===== src/rtl/alu_op_issuer.sv =====
// -----------------------------------------------------------------------------
// alu_op_issuer
// Queues ALU operations, drives them one at a time to an external
// combinational ALU, and captures each result with a ready/valid handshake
// towards the consumer.
//
// Pipeline: input FIFO -> issue register -> result register.
//
// Ports
//   clk         rising-edge clock for all state
//   rst         synchronous, active-high reset
//   in_valid    upstream presents an operation
//   in_ready    FIFO has room (count < DEPTH)
//   in_a/in_b   6-bit operands
//   in_sel      opcode: 00 ADD, 01 SUB, 10 MUL, 11 AND
//   alu_a/b/sel operands/opcode to the downstream ALU, from the issue register
//   alu_result  combinational ALU result for alu_a/alu_b/alu_sel
//   out_valid   captured result is available
//   out_ready   consumer takes the result
//   out_result  captured ALU result
//   out_sel     opcode of the captured result
//   out_borrow  SUB with alu_a < alu_b (unsigned)
//   count       current FIFO occupancy
// -----------------------------------------------------------------------------
module alu_op_issuer #(
    parameter int unsigned DEPTH = 4
) (
    input  logic                    clk,
    input  logic                    rst,

    input  logic                    in_valid,
    output logic                    in_ready,
    input  logic [5:0]              in_a,
    input  logic [5:0]              in_b,
    input  logic [1:0]              in_sel,

    output logic [5:0]              alu_a,
    output logic [5:0]              alu_b,
    output logic [1:0]              alu_sel,
    input  logic [11:0]             alu_result,

    output logic                    out_valid,
    input  logic                    out_ready,
    output logic [11:0]             out_result,
    output logic [1:0]              out_sel,
    output logic                    out_borrow,

    output logic [$clog2(DEPTH):0]  count
);

    localparam int unsigned OPW  = 6;
    localparam int unsigned SELW = 2;
    localparam int unsigned RESW = 12;
    localparam int unsigned ENTW = 2 * OPW + SELW;
    localparam int unsigned PW   = $clog2(DEPTH);
    localparam int unsigned CW   = PW + 1;

    localparam logic [SELW-1:0] SEL_SUB = 2'b01;

    // FIFO storage and bookkeeping
    logic [ENTW-1:0]  r_mem [DEPTH];
    logic [PW-1:0]    r_wr_ptr;
    logic [PW-1:0]    r_rd_ptr;
    logic [CW-1:0]    r_count;

    // Issue stage
    logic             r_iss_v;
    logic [OPW-1:0]   r_alu_a;
    logic [OPW-1:0]   r_alu_b;
    logic [SELW-1:0]  r_alu_sel;

    // Result stage
    logic             r_res_v;
    logic [RESW-1:0]  r_out_result;
    logic [SELW-1:0]  r_out_sel;
    logic             r_out_borrow;

    // Handshake / control
    logic             w_in_ready;
    logic             w_push;
    logic             w_res_load;
    logic             w_iss_load;
    logic             w_borrow;
    logic [ENTW-1:0]  w_wr_entry;
    logic [ENTW-1:0]  w_rd_entry;

    // Control: no full-and-pop bypass, and an empty FIFO never forwards a
    // same-cycle push (issue uses the pre-edge count).
    always_comb begin
        w_in_ready = (r_count < CW'(DEPTH));
        w_push     = in_valid && w_in_ready;
        w_res_load = r_iss_v && (!r_res_v || out_ready);
        w_iss_load = (r_count != '0) && (!r_iss_v || w_res_load);
        w_borrow   = (r_alu_sel == SEL_SUB) && (r_alu_a < r_alu_b);
        w_wr_entry = {in_a, in_b, in_sel};
        w_rd_entry = r_mem[r_rd_ptr];
    end

    // FIFO storage; contents are don't-care once pointers are reset
    always_ff @(posedge clk) begin
        if (w_push) begin
            r_mem[r_wr_ptr] <= w_wr_entry;
        end
    end

    // FIFO pointers and occupancy; pointers wrap naturally (DEPTH is 2^PW)
    always_ff @(posedge clk) begin
        if (rst) begin
            r_wr_ptr <= '0;
            r_rd_ptr <= '0;
            r_count  <= '0;
        end else begin
            if (w_push) begin
                r_wr_ptr <= r_wr_ptr + PW'(1);
            end
            if (w_iss_load) begin
                r_rd_ptr <= r_rd_ptr + PW'(1);
            end
            case ({w_push, w_iss_load})
                2'b10:   r_count <= r_count + CW'(1);
                2'b01:   r_count <= r_count - CW'(1);
                default: r_count <= r_count;
            endcase
        end
    end

    // Issue register; operands hold their last value while idle
    always_ff @(posedge clk) begin
        if (rst) begin
            r_iss_v   <= 1'b0;
            r_alu_a   <= '0;
            r_alu_b   <= '0;
            r_alu_sel <= '0;
        end else if (w_iss_load) begin
            r_iss_v   <= 1'b1;
            r_alu_a   <= w_rd_entry[ENTW-1 -: OPW];
            r_alu_b   <= w_rd_entry[SELW +: OPW];
            r_alu_sel <= w_rd_entry[SELW-1:0];
        end else if (w_res_load) begin
            r_iss_v   <= 1'b0;
        end
    end

    // Result register; payload only changes on a load, so it holds under stall
    always_ff @(posedge clk) begin
        if (rst) begin
            r_res_v      <= 1'b0;
            r_out_result <= '0;
            r_out_sel    <= '0;
            r_out_borrow <= 1'b0;
        end else if (w_res_load) begin
            r_res_v      <= 1'b1;
            r_out_result <= alu_result;
            r_out_sel    <= r_alu_sel;
            r_out_borrow <= w_borrow;
        end else if (out_ready) begin
            r_res_v      <= 1'b0;
        end
    end

    assign in_ready   = w_in_ready;
    assign alu_a      = r_alu_a;
    assign alu_b      = r_alu_b;
    assign alu_sel    = r_alu_sel;
    assign out_valid  = r_res_v;
    assign out_result = r_out_result;
    assign out_sel    = r_out_sel;
    assign out_borrow = r_out_borrow;
    assign count      = r_count;

endmodule


===== config.mk =====
export PLATFORM = sky130hd
export DESIGN_NAME = alu_op_issuer
export DESIGN_NICKNAME = d
export VERILOG_FILES = /design/src/rtl/alu_op_issuer.sv
export SDC_FILE = /design/constraint.sdc
export NUM_CORES = 1
export LEC_CHECK = 0
export CAP_MARGIN = 25
export CORE_ASPECT_RATIO = 1.25
export CORE_MARGIN = 4
export CORE_UTILIZATION = 47
export DETAILED_ROUTE_END_ITERATION = 12
export PLACE_DENSITY = 0.78
export SLEW_MARGIN = 20
export SYNTH_ARGS = -nofsm -noshare
export SYNTH_HDL_FRONTEND = slang
export SYNTH_SLANG_ARGS = --single-unit

===== constraint.sdc =====
create_clock -name clk -period 2.25 [get_ports clk]
set_input_delay 0.45 -clock clk [delete_from_list [all_inputs] [get_ports clk]]
set_output_delay 0.45 -clock clk [all_outputs]
set_load 0.02 [all_outputs]

==> reports/results.tsv <==
metric	value	unit
dr.first_iter.drc_count	84	
register_area	2440	um^2
hold_depth	2	
htreeDepth	3	
r2r_slack	0.21	ns
syn_area	3720	um^2
ys_seq_area_share	65.6	%
cts_resized	0	
die_w	87.6	um
clkSlewWorstSetupHoldPaths	0.09	ns
place_congestion	0.704	
finish.utilization	61.3	%
first_pass_iters	4	
cts_setup_buffers	0	
vias	2298	
ys_ff_latch	94	
final_nets	392	
synth-warning-count	0	
antenna_found_initial	0	
cp_slowest_stage_delay	0.47	ns
wl_met1	2930	um
fmax	0.467	GHz
hold_ws	0.461	ns
power	5.85	mW
rr_worst_depth	9	
synth_cell_types	32	
dpl_cell_area	4500	um^2
die_h	107	um
drv_cap	0	
crit_path_cell_trace	clkdlybuf4s50_1 > nand3b_1 > nand2_4 > inv_2 > ha_1 > inv_1 > fa_1 > xor2_1 > or3_1 > a21oi_1	
wl_per_cell	15.0	um
path_delay_family	buffers and inverters	
n_fill_cell	583	
rsz0062_at_grt	false	
wl_met3	475	um
hold_violations	0	
cp-start-kind	primary input	
hold_buffers	0	
n_antenna_cell	0	
final_area	4750	um^2
r2r-start	count[2]	
grt_usage	15.4	%
fin_crit	2.14	ns
endpoint	count[2]	
routed_wl	6750	um
worst-path-buf-inv	3	
area_growth	27.6	%
critPathMaxFanout	2	
cp.required	2.54	ns
async_reset_ff_share	0	%
tns	0	ns
power_density	1230	nW/um^2
fp.dieArea	9410	um^2
reg2reg_to	count[2]	
wl_met2	3240	um
multi_input_area	1140	um^2
fin_crit_sh	95.2	%
grt_max_degree	20	
final_layout_size_suffix_gt1_share	14.9	%
crit_slowest_cell	clkdlybuf4s50_1	
drc_errors	0	
initial_core_util	48.0	%
core_area	7750	um^2
via_per_inst	5.10	
worstSetupPathType	primary input to flip-flop	
arrival	2.43	ns
synth-edff-count	56	
clock_latency	0.36	ns
antenna_left	0	
grt_pass1_wl	11100	um
outcome	finished clean	
ios	64	
cts_sinks	94	
topRoutingLayerUsed	met4	
worstSetupEndpointType	flip-flop	
final_common_cell	clkdlybuf4s50_1	
clockBufferDepth	2	
hp-class	flip-flop to flip-flop	
grt_pass1_vias	2318	
final-setup-viol-count	0	
max_slew_margin	54.6	%
syn_area_per_cell	13.6	um^2
row_count	36	
worst_pin_slew	0.680	ns
gr-total-overflow	0	
finClkSkew	0.0110	ns
synthesis.nets	314	
startpoint	out_ready	
port_buffers	63	
leakagePower	1.66	nW
netlist_instances	273	
ys.flop_type	edfxtp_1	
clockRootBuffer	clkbuf_8	
ir_drop	0.000653	V
dp_hpwl	4740	um
cts_tree	done	
slew_violations	0	
layout_common_cells	clkdlybuf4s50_1, nand2_1, edfxtp_1, dfxtp_1, a21oi_1	
crit_cells	10	
cts_buffers	9	
-- registers in the layout, indices dropped and copies added (netlist names) --
name and count:
r_mem 56, out_result 12, alu_a 6, alu_b 6, count 3, alu_sel 2
out_sel 2, r_rd_ptr 2, r_wr_ptr 2, out_borrow 1, out_valid 1, r_iss_v 1
-- stage by stage --
step,cells,setup slack (ns)
floorplan,273,0.0409
CTS,451,0.128
global route,451,0.0229
finish,451,0.108
global placement,435,-0.151
detailed placement,435,-0.235
-- report_power, final --
group / leakage (nW) / internal (mW) / switching (mW)
clock network: 0.116 / 0.741 / 0.579
logic: 0.718 / 1.05 / 1.12
registers: 0.825 / 2.15 / 0.209
total: 1.66 / 3.94 / 1.91
-- cell type report --
| cell class | count | area share (%) |
|---|---|---|
| repair buffers | 79 | 15.8 |
| clock buffers | 9 | 2.61 |
| inverters | 13 | 1.03 |
| flip-flops and latches | 94 | 51.4 |
| well taps | 95 | 2.50 |
| clock inverters | 7 | 2.58 |
| multi-input cells | 154 | 24.1 |
-- worst min path at each step --
| stage | slack (ns) | to | from |
|---|---|---|---|
| finish | 0.46 | out_result[4] | out_result[4] |
| CTS | 0.46 | out_result[4] | out_result[4] |
| detailed placement | 0.45 | out_result[10] | out_result[10] |
| global placement | 0.44 | out_result[0] | out_result[0] |
| floorplan | 0.48 | out_valid | r_iss_v |
| global route | 0.49 | out_sel[0] | out_sel[0] |
-- cells in the mapped netlist (3+ instances only) --
| cell type | n | area share (%) |
|---|---|---|
| nand2_1 | 57 | 5.7 |
| edfxtp_1 | 56 | 45 |
| dfxtp_1 | 38 | 20 |
| a21oi_1 | 23 | 3.1 |
| inv_1 | 12 | 1.2 |
| nor2_1 | 11 | 1.1 |
| a21oi_2 | 10 | 2.4 |
| ha_1 | 10 | 3.4 |
| mux4_2 | 8 | 4.8 |
| mux4_1 | 6 | 4.2 |
| clkbuf_1 | 5 | 0.50 |
| and2_1 | 4 | 0.67 |
| buf_2 | 3 | 0.40 |
| buf_6 | 3 | 0.91 |
| nand4_1 | 3 | 0.50 |
| xor2_1 | 3 | 0.71 |
-- routing by layer --
layer / GRT usage, % / vias to the layer above
li1: - / 1127
met1: 18.8 / 1093
met2: 25.6 / 70
met3: 4.75 / 8
met4: 4.93 / 0
met5: 0 / -
-- worst register-to-register path, delay by kind of cell (launching register included) --
kind	cells	cell delay, ns
AND/OR/NAND/NOR	3	0.55
adder cells (fa/ha/maj)	2	0.53
flip-flops	1	0.46
XOR/XNOR	1	0.16
AO/OA/AOI/OAI	1	0.16
buffers and inverters	2	0.12
-- cells by family after synthesis --
logic type / Yosys count / share of synthesized area [%]
and+or+nand+nor: 88 / 10.6
muxes: 14 / 9.08
adders and majority gates: 11 / 3.90
xor gates and xnor gates: 5 / 1.18
buffers and inverters: 25 / 3.66
DFF: 94 / 65.6
AOI/OAI and AO/OA: 36 / 5.92
Power figures use the tool's default switching activity.
